<file path="src/rtl/sa_cache_ctrl.sv">
// sa_cache_ctrl: hit/miss and replacement controller for a 4-way set-associative data cache.
//
// Picks the victim from the LRU priority queue and updates that queue on every hit and
// on every line install. Sequences the dirty-victim writeback and the line fill as
// word-serial bursts, and keeps the hit/miss performance counters.
//
// Ports:
//   CLK, RST_N           clock; synchronous active-low reset
//   cpu_req/cpu_we       CPU access request (held until cpu_ready) and store flag
//   cpu_ready            access completes this cycle
//   hit_vec, dirty_vec   per-way tag-match/valid and dirty bits for the current index
//   lru                  least-recently-used way from the LRU queue
//   lru_we, lru_in       LRU queue write port (mark way most-recently-used)
//   way_sel, word_sel    data/tag array way and burst word offset
//   data_we, set_dirty   data-array write, dirty-bit set
//   tag_we               install tag (valid=1, dirty=cpu_we) into way_sel
//   mem_rd, mem_wr       fill / writeback burst active; mem_ack = one word moved
//   hit_cnt, miss_cnt    wrapping performance counters
module sa_cache_ctrl #(
    parameter int unsigned LINE_WORDS = 8,
    parameter int unsigned CNT_W      = 32
) (
    input  logic                          CLK,
    input  logic                          RST_N,
    input  logic                          cpu_req,
    input  logic                          cpu_we,
    output logic                          cpu_ready,
    input  logic [3:0]                    hit_vec,
    input  logic [3:0]                    dirty_vec,
    input  logic [1:0]                    lru,
    output logic                          lru_we,
    output logic [1:0]                    lru_in,
    output logic [1:0]                    way_sel,
    output logic [$clog2(LINE_WORDS)-1:0] word_sel,
    output logic                          data_we,
    output logic                          set_dirty,
    output logic                          tag_we,
    output logic                          mem_rd,
    output logic                          mem_wr,
    input  logic                          mem_ack,
    output logic [CNT_W-1:0]              hit_cnt,
    output logic [CNT_W-1:0]              miss_cnt
);

    localparam int unsigned WW = $clog2(LINE_WORDS);
    localparam logic [WW-1:0] LastWord = WW'(LINE_WORDS - 1);

    localparam logic [1:0] ST_IDLE      = 2'd0;
    localparam logic [1:0] ST_WRITEBACK = 2'd1;
    localparam logic [1:0] ST_FILL      = 2'd2;
    localparam logic [1:0] ST_INSTALL   = 2'd3;

    logic [1:0]       state_q, state_d;
    logic [WW-1:0]    cnt_q, cnt_d;
    logic [1:0]       victim_q, victim_d;
    logic             replay_q, replay_d;
    logic [CNT_W-1:0] hit_cnt_q, hit_cnt_d;
    logic [CNT_W-1:0] miss_cnt_q, miss_cnt_d;
    logic [1:0]       hit_way;

    // Multiple matches are illegal; resolve deterministically to the lowest way.
    always_comb begin
        hit_way = 2'd0;
        if (hit_vec[0])      hit_way = 2'd0;
        else if (hit_vec[1]) hit_way = 2'd1;
        else if (hit_vec[2]) hit_way = 2'd2;
        else if (hit_vec[3]) hit_way = 2'd3;
    end

    always_comb begin
        state_d    = state_q;
        cnt_d      = cnt_q;
        victim_d   = victim_q;
        replay_d   = replay_q;
        hit_cnt_d  = hit_cnt_q;
        miss_cnt_d = miss_cnt_q;
        cpu_ready  = 1'b0;
        lru_we     = 1'b0;
        lru_in     = 2'd0;
        way_sel    = 2'd0;
        word_sel   = '0;
        data_we    = 1'b0;
        set_dirty  = 1'b0;
        tag_we     = 1'b0;
        mem_rd     = 1'b0;
        mem_wr     = 1'b0;

        case (state_q)
            ST_IDLE: begin
                if (cpu_req) begin
                    if (|hit_vec) begin
                        cpu_ready = 1'b1;
                        way_sel   = hit_way;
                        lru_we    = 1'b1;
                        lru_in    = hit_way;
                        data_we   = cpu_we;
                        set_dirty = cpu_we;
                        // The post-install replay was already counted as a miss.
                        if (!replay_q) hit_cnt_d = hit_cnt_q + CNT_W'(1);
                        replay_d = 1'b0;
                    end else begin
                        victim_d   = lru;
                        miss_cnt_d = miss_cnt_q + CNT_W'(1);
                        replay_d   = 1'b0;
                        state_d    = dirty_vec[lru] ? ST_WRITEBACK : ST_FILL;
                    end
                end else begin
                    // Request abandoned during the miss: no replay will follow, so the
                    // next hit is a real access and must be counted.
                    replay_d = 1'b0;
                end
            end
            ST_WRITEBACK: begin
                mem_wr   = 1'b1;
                way_sel  = victim_q;
                word_sel = cnt_q;
                if (mem_ack) begin
                    if (cnt_q == LastWord) begin
                        cnt_d   = '0;
                        state_d = ST_FILL;
                    end else begin
                        cnt_d = cnt_q + WW'(1);
                    end
                end
            end
            ST_FILL: begin
                mem_rd   = 1'b1;
                way_sel  = victim_q;
                word_sel = cnt_q;
                data_we  = mem_ack;
                if (mem_ack) begin
                    if (cnt_q == LastWord) begin
                        cnt_d   = '0;
                        state_d = ST_INSTALL;
                    end else begin
                        cnt_d = cnt_q + WW'(1);
                    end
                end
            end
            ST_INSTALL: begin
                tag_we   = 1'b1;
                way_sel  = victim_q;
                lru_we   = 1'b1;
                lru_in   = victim_q;
                replay_d = 1'b1;
                state_d  = ST_IDLE;
            end
            default: state_d = ST_IDLE;
        endcase
    end

    always_ff @(posedge CLK) begin
        if (!RST_N) begin
            state_q    <= ST_IDLE;
            cnt_q      <= '0;
            victim_q   <= 2'd0;
            replay_q   <= 1'b0;
            hit_cnt_q  <= '0;
            miss_cnt_q <= '0;
        end else begin
            state_q    <= state_d;
            cnt_q      <= cnt_d;
            victim_q   <= victim_d;
            replay_q   <= replay_d;
            hit_cnt_q  <= hit_cnt_d;
            miss_cnt_q <= miss_cnt_d;
        end
    end

    assign hit_cnt  = hit_cnt_q;
    assign miss_cnt = miss_cnt_q;

endmodule

</file>
<file path="config.mk">
export PLATFORM = sky130hd
export DESIGN_NAME = sa_cache_ctrl
export DESIGN_NICKNAME = d
export VERILOG_FILES = /design/src/rtl/sa_cache_ctrl.sv
export SDC_FILE = /design/constraint.sdc
export NUM_CORES = 1
export LEC_CHECK = 0
export BUFFER_PORTS_ARGS = -buffer_cell sky130_fd_sc_hd__buf_2
export CORE_MARGIN = 2
export CORE_UTILIZATION = 45
export DETAILED_ROUTE_END_ITERATION = 8
export PLACE_DENSITY = 0.82
export SLEW_MARGIN = 15
export SYNTH_ARGS = -nofsm -noshare
export SYNTH_HDL_FRONTEND = slang
export SYNTH_SLANG_ARGS = --single-unit
</file>
<file path="constraint.sdc">
create_clock -name CLK -period 1.95 [get_ports CLK]
set_input_delay 0.0975 -clock CLK [delete_from_list [all_inputs] [get_ports CLK]]
set_output_delay 0.0975 -clock CLK [all_outputs]
set_load 0.03 [all_outputs]
</file>
== After elaboration in Yosys (flattened, before gate mapping) ==
Cells that the tools add are included.

* Multiplexer cells: 32
* Bitwise logic cells: 2
* $lt $le $gt $ge: 1
* Reductions and logical operators: 9
* $add $sub $neg: 3
* Equal/unequal tests: 10

{| class="wikitable"
|+ Operators by type and width
! cell !! number
|-
| $add 32x1->32 const B || 2
|-
| $mux 2 || 13
|-
| $ne 2x2->1 const B || 6
|-
| $mux 1 || 10
|-
| $pmux 2 s2 || 2
|-
| $pmux 2 s4 || 1
|-
| $mux 3 || 2
|-
| $pmux 1 s2 || 3
|-
| $reduce_and 6->1 || 1
|-
| $eq 2x2->1 const B || 2
|-
| $reduce_and 4->1 || 1
|-
| $reduce_or 4->1 || 1
|-
| $add 3x1->3 const B || 1
|-
| $eq 3x3->1 const B || 1
|-
| $lt 2x3->1 const B || 1
|-
| $reduce_and 3->1 || 1
|-
| $reduce_or 3->1 || 1
|-
| $bmux 1 s2 || 1
|-
| $eq 2x1->1 const B || 1
|-
| $logic_not 2->1 || 1
|-
| $not 1->1 || 2
|-
| $reduce_and 2->1 || 1
|-
| $reduce_bool 2->1 || 1
|-
| $reduce_or 2->1 || 1
|}

* Output and inout port bits: 78
* Flip-flop bits (word level): 72
* Input bits: 15

== Longest topological paths before layout ==
Gate-level depths: netlist of run 1.

* Word-level depth: 7
* Depth in mapped cells: 7
* Mapped depth without buffers: 6

== Worst setup path before layout of run 1 ==
OpenSTA, ideal clock, no wires.

* Path type: register to register
* From: reg state_q[0]
* To: reg hit_cnt_q[27], in the netlist hit_cnt[27]
* Library setup time: 0.070 ns
* Path slack: -0.177 ns
* Clock period less this slack: 2.127 ns
* Data required time: 1.880 ns
* Arrival time: 2.057 ns
* Buffers on the path: 1
* Cell stages (with the launch flop): 8
* Path through: dfxtp_1 > inv_1 > ha_1 > nand3_1 > or4_4 > buf_6 > or4_1 > a21oi_1

* Cells in the longest elaborated chain, start to end: 2

{| class="wikitable"
|+ Ends and longest elaborated chain
! element !! RTL line !! RTL
|-
| start, declared || 53 || <nowiki>logic [1:0] state_q, state_d;</nowiki>
|-
| start signal, assigned || 161 || <nowiki>state_q <= state_d;</nowiki>
|-
| $logic_not 2->1 || 88 || <nowiki>case (state_q)</nowiki>
|-
| $reduce_and 4->1 (no line) || -- ||
|-
| end signal, assigned || 165 || <nowiki>hit_cnt_q <= hit_cnt_d;</nowiki>
|-
| end, declared || 57 || <nowiki>logic [CNT_W-1:0] hit_cnt_q, hit_cnt_d;</nowiki>
|}

Every way passes these cells.
A chain may end at the register's enable or synchronous reset.

== Worst setup path after layout of run 1 ==
* From: reg replay_q
* To: reg hit_cnt_q[13], in the netlist hit_cnt[13]

* Cells in the longest elaborated chain, start to end: 2

{| class="wikitable"
|+ Ends and longest elaborated chain
! element !! RTL line !! RTL
|-
| start, declared || 56 || <nowiki>logic replay_q, replay_d;</nowiki>
|-
| start signal, assigned || 164 || <nowiki>replay_q <= replay_d;</nowiki>
|-
| $not 1->1 (no line) || -- ||
|-
| $reduce_and 4->1 (no line) || -- ||
|}

Every way passes these cells.

==> qor.log, run 1 <==
qor: status.status finished, violations left
qor: status.violations negative setup slack
qor: drt.ant_nets 0
qor: yosys.synth_enable_flop_cells 0
qor: timing.final_period_minus_worst_setup_slack 2.01 ns
qor: timing.timing_worst_slew_pin_value 0.731 ns
qor: final_layout.num-fill-cells 721
qor: worst_setup_path.crit_chain nand3b_1 -> or4_2 -> or3_1 -> a21oi_1
qor: yosys.synth_top_cells_by_area dfxtp_1 38%, a21oi_1 5.6%, nand4_1 4.1%, or4_1 3.9%, nand2_1 3.8%
qor: drt.detailroute.wirelength.met2 5480 um
qor: yosys.async_flop_share 0%
qor: drt.vias_per_cell 6.00
qor: global_route.grt_pass1_wl 17300 um
qor: clocking.ctsRootBufferMaster clkbuf_8
qor: drt.drcViolationCount 0
qor: final_layout.antenna_cells_inserted 0
qor: worst_setup_path.required_time_of_the_critical_path 2.23 ns
qor: worst_setup_path.worstSetupEndpointType flip-flop
qor: yosys.synth_cell_type_count 50
qor: clocking.htree_levels 3
qor: yosys.syn-num-nets 479
qor: pwr.share_seq_of_total_power 40.0%
qor: clocking.cts-root-to-sink-buffers 2
qor: global_route.antenna_violations_before_repair 0
qor: pwr.power_frac_clock 36.4%
qor: drt.dr.max_layer_used met4
qor: pwr.power.static_leakage 1.97 nW
qor: timing.rel_slew_slack 50.9%
qor: floorplan.row_count 33
qor: floorplan.die_height 96.3 um
qor: min_path.holdPathEnd victim_q[1]
qor: worst_setup_path.worst-r2r-cell-count 4
qor: yosys.synth_sequential_area_ratio 37.6%
qor: final_layout.design.final.nets 605
qor: yosys.synth.ff_latch_count 72
qor: drt.wl_per_cell 15.7 um
qor: min_path.hp-class in -> reg
qor: min_path.hold_path_depth 3
qor: worst_setup_path.worstPathArrival 2.28 ns
qor: yosys.synth_top_cell_area_share 37.6%
qor: drt.met3WireLength 650 um
qor: yosys.synthSimpleGateAreaFrac 32.8%
qor: placed_design.numPortBuffers 92
qor: yosys.synth_common_cells 72 x dfxtp_1, 43 x a21oi_1, 39 x nand2_1
qor: clocking.cts_sinks 72
qor: drt.m1_wire_length 4540 um
qor: yosys.synth.cell_area 3830 um^2
qor: pwr.netSwitchingPower 1.19 mW
qor: yosys.syn-instance-count 455
qor: timing.timing_max_transition_violations_final 0
qor: yosys.synth-xor-area-share 3.20%
qor: placed_design.place_hpwl 7650 um
qor: global_route.grt_max_degree 58
qor: pwr.power.share.switching 30.3%
qor: global_route.via_count_of_the_first_global_routing_pass 3801
qor: clocking.worst_setup_hold_path_clk_slew 0.08 ns
qor: placed_design.place.detailed.instances 668
qor: timing.hold_viol_final 0
qor: worst_setup_path.rr_startpoint replay_q
qor: drt.vias 4144
qor: yosys.synth-compound-area-share 16.6%
qor: final_layout.post_route_cells_drive_above_1_share 34.0%
qor: floorplan.io-pin-count 93
qor: pwr.worst_ir_drop_on_vdd 0.000436 V
qor: worst_setup_path.critical_path.max_stage_delay 0.84 ns
qor: yosys.synth_flop_cell dfxtp_1
qor: timing.timing.final.crit_share 103%
qor: worst_setup_path.worst-setup-path-type reg -> reg
qor: clocking.cts_buffers 9
qor: drt.drt_iter0_markers 246
qor: placed_design.routabilityCongestion 0.853
qor: worst_setup_path.timing.critical_path.fanout_max 10
qor: clocking.hold_buffers 0
qor: floorplan.floorplan.initialDensity 46.4%
qor: final_layout.layout-area-overhead-vs-synth 31.1%
qor: timing.post-route-worst-setup-slack -0.0579 ns
qor: flow_run.maxCapViolCount 0
qor: floorplan.coreArea 8260 um^2
qor: worst_setup_path.crit_slowest_cell or4_2
qor: worst_setup_path.setup.reg_to_reg.worst_slack -0.06 ns
qor: pwr.power.density 778 nW/um^2
qor: drt.drt_first_pass_iters 4
qor: worst_setup_path.timing.critical_path.from_type flip-flop
qor: global_route.track_usage 23.3%
qor: timing.setup_viol 7
qor: pwr.cellInternalPower 2.73 mW
qor: drt.routed_wirelength 10800 um
qor: yosys.syn_area_per_cell 8.43 um^2
qor: min_path.worstHoldStart lru[1]
qor: final_layout.final_core_util 60.9%
qor: worst_setup_path.regToRegEndpoint hit_cnt[13]
qor: yosys.synth.area.mux_share 3.26%
qor: global_route.grt-ovfl-total 0
qor: clocking.cts_tree done
qor: floorplan.die-area 9270 um^2
qor: timing.final.setup_skew 0.0142 ns
qor: final_layout.stdcell_count 691
qor: yosys.dominant_combinational_cell_family_by_area_after_synthesis simple AND/OR/NAND/NOR gates
qor: yosys.ys.warnings.count 0
qor: timing.timing.fmax 498 MHz
qor: yosys.netlist.top_cell.by_area dfxtp_1
qor: yosys.synth_adder_area_share 2.94%
qor: clocking.clk-insertion-delay-late 0.35 ns
qor: pwr.comb_power_share 23.6%
qor: timing.setup_repair_after_global_routing_missed_its_margin yes
qor: yosys.library_cell_with_the_highest_instance_count_after_synthesis dfxtp_1
qor: floorplan.die-width 96.3 um
[registers in the layout (all words and copies together), names as in the netlist]
name,flops
hit_cnt,32
victim_q,2
miss_cnt,32
state_q,2
cnt_q,3
replay_q,1
[stage by stage]
stage	worst slack, ns	power [mW]	area, um^2	setup TNS, ns	hold slack (ns)
after floorplan	-0.0473	2.20	3880	-0.0473	0.245
after global placement	0.0314	2.47	4670	0	0.378
after detailed placement	-0.0400	2.50	4670	-0.0599	0.385
after CTS	-0.00665	3.92	4900	-0.00665	0.0240
after global routing	-0.0888	4.08	5030	-0.523	0.0491
final	-0.0579	3.91	5030	-0.261	0.0350
[placed cells by master (no fill, tap or decap), types with 15 or more instances in the layout]
cell type | Yosys | routed
buf_2 | 1 | 93
dfxtp_1 | 72 | 53
a21oi_1 | 43 | 41
nand2_1 | 39 | 39
buf_4 | 0 | 39
nor2_1 | 26 | 26
nand4_1 | 25 | 25
nand3_1 | 23 | 19
or4_1 | 20 | 18
or3_1 | 18 | 18
o31ai_1 | 17 | 16
dfxtp_2 | 0 | 15
[critical path, delay by kind of cell (launching register included)]
family | cells | cell delay [ns]
and+or+nand+nor | 3 | 1.46
DFF | 1 | 0.33
AOI/OAI and AO/OA | 1 | 0.14
[area by class of cell]
type                            count  area (um^2)  area share [%]
Clock buffer                       10          128            2.54
Clock inverter                      6          109            2.17
Inverter                           10         37.5           0.747
Multi-Input combinational cell    352         2330            46.4
Sequential cell                    72         1480            29.3
Tap cell                          105          131            2.61
Timing Repair Buffer              136          812            16.2
[logic make-up (layout without fill, tap and decap cells)]
group,Yosys count,in the layout
AND/OR/NAND/NOR,217,218
multiplexers,11,11
XOR/XNOR,14,14
flip-flops,72,72
AO/OA/AOI/OAI,100,100
adder cells (fa/ha/maj),9,9
buffers and inverters,32,162
[per-layer routing]
layer,vias up,track usage (%)
li1,1995,-
met1,1990,28.6
met2,141,40.5
met3,18,3.68
met4,0,9.27
met5,-,0
[worst max-delay path by stage]
stage | from | slack, ns | cells past startpoint | endpoint
after floorplan | state_q[0] | -0.05 | 7 | hit_cnt[27]
after global placement | state_q[0] | 0.03 | 6 | hit_cnt[25]
after detailed placement | state_q[0] | -0.04 | 6 | hit_cnt[29]
after CTS | hit_cnt[4] | -0.007 | 4 | hit_cnt[29]
after global routing | replay_q | -0.09 | 5 | hit_cnt[29]
final | replay_q | -0.06 | 4 | hit_cnt[13]
[what timing repair did]
item                                    4_1_cts  5_1_grt
pin swaps                                     1        8
gates cloned                                  0        1
resized for setup                             1       20
setup buffers                                 0        6
endpoints found under the setup margin        7       30
[power by group through the flow]
stage	Combinational (mW)	Sequential, mW	Clock, mW
CTS	0.914	1.56	1.44
global placement	0.881	1.59	0
global route	1.00	1.57	1.51
floorplan	0.572	1.63	0
detailed placement	0.904	1.60	0
finish	0.924	1.57	1.42
Power figures use the tool's default switching activity.
==> inputs of run 2 (changes only) <==
--- a/config.mk
+++ b/config.mk
@@ -10,6 +10,7 @@
 export CORE_UTILIZATION = 45
 export DETAILED_ROUTE_END_ITERATION = 8
 export PLACE_DENSITY = 0.82
+export REMOVE_ABC_BUFFERS = 1
 export SLEW_MARGIN = 15
 export SYNTH_ARGS = -nofsm -noshare
 export SYNTH_HDL_FRONTEND = slang
==> qor.log, run 2 (synthesis gave the netlist of run 1 again) <==
qor: clocking.cts-root-to-sink-buffers 2 [unchanged]
qor: pwr.worst_ir_drop_on_vdd 0.000426 V [-2.3%]
qor: final_layout.num-fill-cells 751 [+4.2%]
qor: pwr.power.density 747 nW/um^2 [-4.0%]
qor: timing.final.setup_skew 0.0123 ns [-0.00192 ns]
qor: global_route.antenna_violations_before_repair 0 [unchanged]
qor: drt.drt_first_pass_iters 5 [+1]
qor: final_layout.post_route_cells_drive_above_1_share 35.6% [+1.6 points]
qor: clocking.cts_tree done
qor: drt.vias 4210 [+1.6%]
qor: floorplan.floorplan.initialDensity 46.4% [unchanged]
qor: worst_setup_path.critical_path.n_buffers_inverters 4 [+4]
qor: placed_design.routabilityCongestion 0.863 [+1.1%]
qor: final_layout.antenna_cells_inserted 0 [unchanged]
qor: pwr.comb_power_share 26.4% [+2.8 points]
qor: drt.wl_per_cell 15.4 um [-1.8%]
qor: floorplan.die-area 9270 um^2 [unchanged]
qor: final_layout.stdcell_count 715 [+3.5%]
qor: drt.routed_wirelength 11000 um [+1.6%]
qor: placed_design.place_hpwl 7830 um [+2.4%]
qor: pwr.power.static_leakage 2.07 nW [+5.0%]
qor: final_layout.mostFrequentLayoutCell buf_2
qor: drt.ant_nets 0 [unchanged]
qor: timing.setup_repair_after_global_routing_missed_its_margin yes
qor: clocking.cts_sinks 72 [unchanged]
qor: global_route.grt_max_degree 32 [-45%]
qor: clocking.ctsRootBufferMaster clkbuf_8
qor: drt.drt_iter0_markers 186 [-24%]
qor: worst_setup_path.worstPathArrival 2.19 ns [-0.09 ns]
qor: drt.vias_per_cell 5.89 [-1.8%]
qor: worst_setup_path.worstSetupEndpointType flip-flop
qor: timing.final_period_minus_worst_setup_slack 1.95 ns [-0.0582 ns]
qor: timing.timing.hold.ws 0.0215 ns [-0.0135 ns]
qor: min_path.hp-class in -> reg
qor: worst_setup_path.crit_chain inv_2 -> ha_4 -> buf_6 -> nor3b_4 -> nand3_2 -> buf_2 -> buf_4 -> o31ai_1 -> a21oi_2
qor: final_layout.layout_common_cells 92 x buf_2, 69 x dfxtp_1, 64 x buf_4
qor: timing.timing_worst_slew_pin_value 0.399 ns [-0.332 ns]
qor: pwr.share_seq_of_total_power 40.1% [about the same]
qor: placed_design.post_dp_cell_area 4760 um^2 [+2.0%]
qor: timing.rel_slew_slack 73.2% [+22 points]
qor: final_layout.stdcell_area 5190 um^2 [+3.2%]
qor: floorplan.die-width 96.3 um [unchanged]
qor: floorplan.io-pin-count 93 [unchanged]
qor: timing.timing.fmax 513 MHz [+3.0%]
qor: floorplan.die_height 96.3 um [unchanged]
qor: status.status completed
qor: timing.timing_max_transition_violations_final 0 [unchanged]
qor: global_route.grt_pass1_wl 17400 um [+0.32%]
qor: clocking.cts_buffers 9 [unchanged]
qor: final_layout.design.final.nets 629 [+4.0%]
qor: global_route.via_count_of_the_first_global_routing_pass 3862 [+1.6%]
qor: pwr.p_total 3.88 mW [-0.94%]
qor: global_route.grt-ovfl-total 0 [unchanged]
qor: pwr.power.share.switching 30.9% [+0.57 points]
qor: clocking.htree_levels 3 [unchanged]
qor: timing.hold_viol_final 0 [unchanged]
qor: pwr.cellInternalPower 2.68 mW [-1.7%]
qor: worst_setup_path.timing.critical_path.fanout_max 5 [-5]
qor: timing.timing.final.crit_share 100% [-3.0 points]
qor: pwr.power_frac_clock 33.5% [-2.9 points]
qor: timing.setup_viol 0 [-7]
qor: worst_setup_path.crit_slowest_cell o31ai_1
qor: floorplan.row_count 33 [unchanged]
qor: clocking.worst_setup_hold_path_clk_slew 0.08 ns [about the same]
qor: floorplan.coreArea 8260 um^2 [unchanged]
qor: final_layout.layout-area-overhead-vs-synth 35.4%
qor: pwr.netSwitchingPower 1.20 mW [+0.93%]
qor: final_layout.final_core_util 62.8% [+2.0 points]
qor: worst_setup_path.critical_path.max_stage_delay 0.34 ns [-0.50 ns]
qor: placed_design.place.detailed.instances 688 [+3.0%]
qor: worst_setup_path.timing.critical_path.from_type flip-flop
qor: flow_run.maxCapViolCount 0 [unchanged]
qor: global_route.track_usage 23.5% [+0.21 points]
qor: placed_design.numPortBuffers 92 [unchanged]
qor: drt.drcViolationCount 0 [unchanged]
qor: worst_setup_path.required_time_of_the_critical_path 2.19 ns [-0.04 ns]
qor: worst_setup_path.worst-setup-path-type reg -> reg
qor: clocking.hold_buffers 0 [unchanged]
qor: clocking.clk-insertion-delay-late 0.35 ns [about the same]
qor: worst_setup_path.crit_family buffers and inverters
==> run 2: power by group through the flow <==
stage | Combinational [mW] | Clock [mW] | Sequential [mW]
5_1_grt | 1.11 | 1.39 | 1.56
3_3_place_gp | 0.892 | 0 | 1.58
3_5_place_dp | 0.919 | 0 | 1.58
6_report | 1.02 | 1.30 | 1.55
4_1_cts | 0.942 | 1.32 | 1.55
2_1_floorplan | 0.537 | 0 | 1.62
==> run 2: path summary, 6_finish.rpt <==
path | start | end | slack, ns | depth (start not counted)
setup reg to reg | state_q[1] | miss_cnt[23] | 0.0004 | 9
hold / removal | lru[1] | victim_q[1] | 0.02 | 3
setup / recovery | state_q[1] | miss_cnt[23] | 0.0004 | 9
hold reg to reg | miss_cnt[31] | miss_cnt[31] | 0.47 | 2
==> run 2: repair_timing <==
item	4_1_cts	5_1_grt
pin swaps	6	12
buffers inserted	4	5
gates resized for setup	9	29
endpoints found under the setup margin	22	26
gates cloned	1	1
==> run 2: worst reg2reg max path: cells and delay by family, from the launching register on <==
family,cells,cell delay (ns)
compound gates,2,0.44
fa+ha+maj,1,0.15
buf+inv,4,0.51
flops,1,0.33
simple gates,2,0.40
==> run 2: routing by layer <==
layer / track usage, % / vias up / part of all wire [%]
met5: 0 / - / 0
met4: 6.81 / 0 / 1.1
li1: - / 2041 / -
met2: 41.0 / 156 / 51
met3: 5.64 / 14 / 7.0
met1: 28.6 / 1999 / 41
==> run 2: cell type report <==
type	instances	area, um^2	area share (%)
Multi-Input combinational cell	352	2380	45.9
Sequential cell	72	1450	27.8
Timing Repair Buffer	160	982	18.9
Clock buffer	11	131	2.53
Tap cell	105	131	2.53
Clock inverter	5	81.3	1.57
Inverter	10	37.5	0.723
==> run 2: metrics by stage <==
stage | TNS (ns) | worst slack, ns
after global placement | -0.118 | -0.0346
after global routing | -0.254 | -0.0705
after detailed placement | -1.39 | -0.147
after CTS | -0.000189 | -0.000189
final | 0 | 0.000352
after floorplan | -2.80 | -0.213
